## src/rtl/seq_pkg.sv

```systemverilog
// Shared state encoding and default widths for the pulse sequencer.
package seq_pkg;

    localparam int DEF_ADC_W   = 14;
    localparam int DEF_BURST_W = 8;
    localparam int DEF_DELAY_W = 16;
    localparam int DEF_WIN_W   = 12;
    localparam int DEF_PRP_W   = 20;

    typedef enum logic [2:0] {
        IDLE,
        TX,
        DLY,
        RX,
        WAIT
    } seq_state_e;

endpackage

```

## src/rtl/seq_down_counter.sv

```systemverilog
// Loadable down-counter with zero and last-count flags; holds once it reaches zero.
module seq_down_counter #(
    parameter int W = 8
) (
    input  logic         clk,
    input  logic         rst,
    input  logic         load,
    input  logic         en,
    input  logic [W-1:0] load_val,
    output logic         zero,
    output logic         last
);

    localparam logic [W-1:0] ONE = W'(1);

    logic [W-1:0] cnt;

    always_ff @(posedge clk) begin
        if (rst) begin
            cnt <= '0;
        end else if (load) begin
            cnt <= load_val;
        end else if (en && !zero) begin
            cnt <= cnt - ONE;
        end
    end

    assign zero = (cnt == '0);
    // Phases end on their last counted cycle; a zero load still yields one cycle.
    assign last = (cnt <= ONE);

endmodule

```

## src/rtl/pulse_sequencer.sv

```systemverilog
// Frame sequencer for the Doppler front end: burst, range-gate delay, receive window
// and idle per pulse-repetition period, with gated sample forwarding to the DSP.
//
// state | meaning
// IDLE  | no frame in progress; run=1 latches config and starts a frame
// TX    | burst phase, txEnable high while burst count remains
// DLY   | range-gate delay, all enables low
// RX    | receive window, rxReady samples forwarded until win_len captured
// WAIT  | idle remainder of the PRP
module pulse_sequencer
    import seq_pkg::*;
#(
    parameter int ADC_W   = DEF_ADC_W,
    parameter int BURST_W = DEF_BURST_W,
    parameter int DELAY_W = DEF_DELAY_W,
    parameter int WIN_W   = DEF_WIN_W,
    parameter int PRP_W   = DEF_PRP_W
) (
    input  logic               clk,
    input  logic               rst,
    input  logic               run,
    input  logic [1:0]         cfg_freq,
    input  logic [BURST_W-1:0] burst_len,
    input  logic [DELAY_W-1:0] gate_delay,
    input  logic [WIN_W-1:0]   win_len,
    input  logic [PRP_W-1:0]   prp_len,
    input  logic               rxReady,
    input  logic [ADC_W-1:0]   adcIn,
    output logic               txEnable,
    output logic               rxEnable,
    output logic [1:0]         freqSel,
    output logic               smp_valid,
    output logic [ADC_W-1:0]   smp_data,
    output logic               smp_last,
    output logic               frame_start,
    output logic               overrun,
    output logic               busy
);

    localparam logic [PRP_W-1:0] PRP_ONE = PRP_W'(1);

    seq_state_e       state, state_nxt;
    logic             start_frame, trunc, frame_done, fwd, expire;
    logic [PRP_W-1:0] prp_cnt, prp_lim;
    logic             b_zero, b_last, d_zero, d_last, w_zero, w_last;

    assign fwd    = (state == RX) && rxReady;
    assign expire = (prp_cnt == prp_lim);

    seq_down_counter #(.W(BURST_W)) u_burst (
        .clk(clk), .rst(rst), .load(start_frame), .en(state == TX),
        .load_val(burst_len), .zero(b_zero), .last(b_last)
    );

    seq_down_counter #(.W(DELAY_W)) u_delay (
        .clk(clk), .rst(rst), .load(start_frame), .en(state == DLY),
        .load_val(gate_delay), .zero(d_zero), .last(d_last)
    );

    seq_down_counter #(.W(WIN_W)) u_window (
        .clk(clk), .rst(rst), .load(start_frame), .en(fwd),
        .load_val(win_len), .zero(w_zero), .last(w_last)
    );

    always_comb begin
        state_nxt   = state;
        start_frame = 1'b0;
        trunc       = 1'b0;
        frame_done  = 1'b0;
        case (state)
            IDLE: begin
                if (run) begin
                    start_frame = 1'b1;
                    state_nxt   = TX;
                end
            end
            TX: begin
                if (expire)
                    trunc = 1'b1;
                else if (b_last)
                    state_nxt = !d_zero ? DLY : (!w_zero ? RX : WAIT);
            end
            DLY: begin
                if (expire)
                    trunc = 1'b1;
                else if (d_last)
                    state_nxt = w_zero ? WAIT : RX;
            end
            RX: begin
                if (expire)
                    trunc = 1'b1;
                else if (fwd && w_last)
                    state_nxt = WAIT;
            end
            WAIT: begin
                if (expire)
                    frame_done = 1'b1;
            end
            default: state_nxt = IDLE;
        endcase
        // Next frame re-latches config in the same cycle the current one ends.
        if (trunc || frame_done) begin
            if (run) begin
                start_frame = 1'b1;
                state_nxt   = TX;
            end else begin
                state_nxt   = IDLE;
            end
        end
    end

    always_ff @(posedge clk) begin
        if (rst) begin
            state       <= IDLE;
            prp_cnt     <= '0;
            prp_lim     <= '0;
            freqSel     <= '0;
            frame_start <= 1'b0;
            overrun     <= 1'b0;
            smp_valid   <= 1'b0;
            smp_data    <= '0;
            smp_last    <= 1'b0;
        end else begin
            state       <= state_nxt;
            frame_start <= start_frame;
            smp_valid   <= fwd;
            smp_last    <= fwd && w_last && !expire;
            if (fwd)
                smp_data <= adcIn;
            if (trunc)
                overrun <= 1'b1;
            if (start_frame) begin
                prp_cnt <= '0;
                prp_lim <= (prp_len == '0) ? '0 : prp_len - PRP_ONE;
                freqSel <= cfg_freq;
            end else if (state != IDLE) begin
                prp_cnt <= prp_cnt + PRP_ONE;
            end
        end
    end

    assign txEnable = (state == TX) && !b_zero;
    assign rxEnable = (state == RX);
    assign busy     = (state != IDLE);

endmodule
```

## config.mk

```make
export PLATFORM = sky130hd
export DESIGN_NAME = pulse_sequencer
export DESIGN_NICKNAME = d
export VERILOG_FILES = /design/src/rtl/seq_pkg.sv /design/src/rtl/seq_down_counter.sv /design/src/rtl/pulse_sequencer.sv
export SDC_FILE = /design/constraint.sdc
export NUM_CORES = 1
export LEC_CHECK = 0
export ABC_AREA = 1
export BUFFER_PORTS_ARGS = -buffer_cell sky130_fd_sc_hd__buf_2
export CAP_MARGIN = 20
export CORE_UTILIZATION = 55
export DETAILED_ROUTE_END_ITERATION = 8
export GPL_TIMING_DRIVEN = 0
export MAX_ROUTING_LAYER = met4
export PLACE_DENSITY = 0.78
export SLEW_MARGIN = 20
export SYNTH_ARGS = -nofsm -noshare
export SYNTH_HDL_FRONTEND = slang
export SYNTH_SLANG_ARGS = --single-unit
export TNS_END_PERCENT = 100
```

## constraint.sdc

```tcl
create_clock -name clk -period 5.7 [get_ports clk]
set_input_delay 1.14 -clock clk [delete_from_list [all_inputs] [get_ports clk]]
set_output_delay 1.14 -clock clk [all_outputs]
set_load 0.02 [all_outputs]
```

==> impl_metrics.json <==
{
  "status": "finished, final reports clean",
  "netlist.area_leader.share_pct": 33.12,
  "num_antenna_cells": 0,
  "critPathRequiredTime_ns": 4.56,
  "clockRootBuffer": "clkbuf_8",
  "hold_viol_final": 0,
  "async_reset_ff_share_pct": 0,
  "r2r_cells": 13,
  "ff2ff_setup_slack_ns": 3.52,
  "fin_crit_ns": 3.128,
  "synth.most_common_cell": "nand2_1",
  "cp_data_arrival_time_ns": 1.99,
  "postSynthNetCount": 1019,
  "synth-main-ff-cell": "dfxtp_1",
  "leakagePower_nw": 3.270,
  "final_antenna_net_count": 0,
  "p_seq_share_pct": 32.1,
  "fill_cells": 1019,
  "firstDrtPassIters": 5,
  "cp-end-kind": "output port",
  "clock_sinks": 99,
  "slew_viol_final": 0,
  "startpoint": "state[2]",
  "grt_pass1_vias": 5415,
  "grt_max_degree": 18,
  "nNetsFinal": 1127,
  "timing.max_cap.violations": 0,
  "grt_antenna_before_repair": 0,
  "drc": 0,
  "grt_use_total_pct": 29.26,
  "power.internal_w": 0.001652,
  "rows": 37,
  "cts_setup_buffers": 0,
  "ir_drop_mv": 0.2457,
  "r2r_end": "u_window.cnt[0]",
  "drtIter0Drc": 380,
  "crit_buf_inv": 3,
  "ys_top_cells_by_count": "nand2_1, nor2_1, dfxtp_1",
  "cp_slowest_stage_delay_ns": 0.35,
  "fin_setup_tns_ns": 0,
  "cp_cell_sequence": "inv_2, nand2_1, nor2_1, nand2_1, inv_1, buf_2",
  "cts_hold_buf": 0,
  "worstMarginPinSlew_ns": 0.6313,
  "synth_area_leader_cell": "dfxtp_1",
  "clk_latency_ns": 0.40,
  "seq_area_frac_synth_pct": 33.12,
  "timing.rr.start": "prp_cnt[16]",
  "power.total_w": 0.002980,
  "clockBufferDepth": 2,
  "synth_area_sq_um": 5984,
  "fin_crit_sh_pct": 54.88,
  "setup_viol": 0,
  "drt-total-wl_um": 15220,
  "critPathMostFrequentCell": "nand2_1",
  "skew_ns": 0.01559,
  "cts_made_buffers": 9,
  "final_util_pct": 66.11,
  "yosysWarnings": 0,
  "dp_hpwl_um": 11450,
  "viasPerCell": 5.152,
  "syn_inst": 934,
  "fp.dieW_um": 106.3,
  "critical_path_depth": 6,
  "p_sw_w": 0.001328,
  "min_path_type": "flop to flop",
  "grt_pass1_wl_um": 25630,
  "slowest_stage": "dfxtp_1",
  "ys_ff_latch": 99,
  "gp_congestion": 0.9092,
  "cp-endpoint": "txEnable",
  "clk_pin_slew_ns": 0.10,
  "timing.fmax_mhz": 319.7,
  "cp_max_fo": 10,
  "slew_headroom_pct": 57.52,
  "ioPinCount": 99,
  "ys_types": 36,
  "dr_total_vias": 6095,
  "hp-start": "freqSel[1]",
  "p_sw_share_pct": 44.57,
  "numPortBuffers": 97,
  "start_kind": "flop",
  "cts_tree": "done",
  "ctsResizeCount": 0,
  "initial_core_util_pct": 57.45,
  "area_delta_synth_final_pct": 15.07,
  "pwr-share-clk_pct": 18.9,
  "die_height_um": 106.3,
  "avgSynthCellArea_sq_um": 6.407,
  "p_comb_share_pct": 49.0,
  "yosys-top-cells-area": "dfxtp_1, nand2_1, nor2_1, inv_1, nand3_1",
  "final_layout_size_suffix_gt1_share_pct": 15.09,
  "wl_per_cell_um": 12.87,
  "synth_edf_count": 0,
  "setup_ws_ns": 2.572,
  "setup.worst_path.class": "flop to output port",
  "rsz0062_at_grt": "no",
  "htreeDepth": 3,
  "pre_cts_slack_ns": 2.418,
  "dieArea_sq_um": 11300,
  "cellPowerDensity_nw_per_um2": 432.8,
  "core_sq_um": 10420,
  "grt_overflow": 0,
  "cp_top_family": "simple AND/OR/NAND/NOR gates"
}
[power by group through the flow]
stage / Sequential, W / Clock [W] / Combinational, W
2_1_floorplan: 0.000954 / 0 / 0.00112
3_5_place_dp: 0.000969 / 0 / 0.00144
3_3_place_gp: 0.000966 / 0 / 0.00142
5_1_grt: 0.000974 / 0.000590 / 0.00167
6_report: 0.000956 / 0.000563 / 0.00146
4_1_cts: 0.000954 / 0.000571 / 0.00145
[layout by cell type (no fill, tap or decap), drive strengths merged, types with 2 or more instances in the layout]
cell type,synthesis,layout
clkinv,1,2
xor2,35,35
nand4,28,28
buf,18,115
nand3b,4,4
nor3b,2,2
nand3,68,68
nor2,157,157
a31oi,3,3
o22ai,8,8
bufinv,0,3
clkbuf,14,23
o21ai,19,19
nand2,269,269
xnor2,22,22
inv,99,101
dfxtp,99,99
nor3,15,15
or2,3,3
ha,9,9
nor4,5,5
a21oi,50,50
[tightest hold or removal path: stages, from the launching register on]
cell,delay (ns)
dfxtp_1,0.32
nand2_1,0.06
nand2_1,0.05
[layer usage]
metal	share of wire (%)	global-route usage [%]
met1	48	38.80
met2	45	45.87
met3	5.5	5.825
met4	0.91	6.944
met5	0	-
[per-stage QoR]
step / std cells / hold WS (ns) / cell area (sq um)
final: 1183 / 0.4560 / 6887
after global routing: 1183 / 0.4831 / 6887
after global placement: 1167 / 0.4334 / 6640
after CTS: 1183 / 0.4586 / 6887
after floorplan: 934 / 0.4431 / 5984
after detailed placement: 1167 / 0.4375 / 6640
[worst min path at each step]
| stage | endpoint | cells after the start |
|---|---|---|
| floorplan | prp_lim[19] | 2 |
| global placement | freqSel[1] | 2 |
| finish | freqSel[1] | 2 |
| detailed placement | freqSel[0] | 2 |
| CTS | freqSel[1] | 2 |
| global route | freqSel[0] | 2 |
[area by class of cell]
class	count	area [sq um]	area share [%]
Inverter	100	375.4	5.451
Sequential cell	99	1982	28.78
Tap cell	136	170.2	2.471
Clock buffer	9	123.9	1.799
Buffer	32	173.9	2.525
Multi-Input combinational cell	703	3453	50.15
Timing Repair Buffer	97	485.5	7.049
Clock inverter	7	122.6	1.781
[cells by family (layout without fill, tap and decap cells)]
logic type | Yosys count | in the layout | share of synthesized area, %
flip-flops | 99 | 99 | 33.12
adder cells (fa/ha/maj) | 9 | 9 | 1.882
XOR/XNOR | 57 | 57 | 8.342
AO/OA/AOI/OAI | 85 | 85 | 8.405
AND/OR/NAND/NOR | 552 | 552 | 39.08
buffers and inverters | 132 | 245 | 9.178
[registers in the layout (all words and copies together), names as in the netlist]
name and count:
overrun 1, u_burst.cnt 8, u_window.cnt 12, prp_lim 20, prp_cnt 20, u_delay.cnt 16, smp_data 14, state 3
smp_last 1, smp_valid 1, freqSel 2, frame_start 1
(Power assumes the default switching activity.)
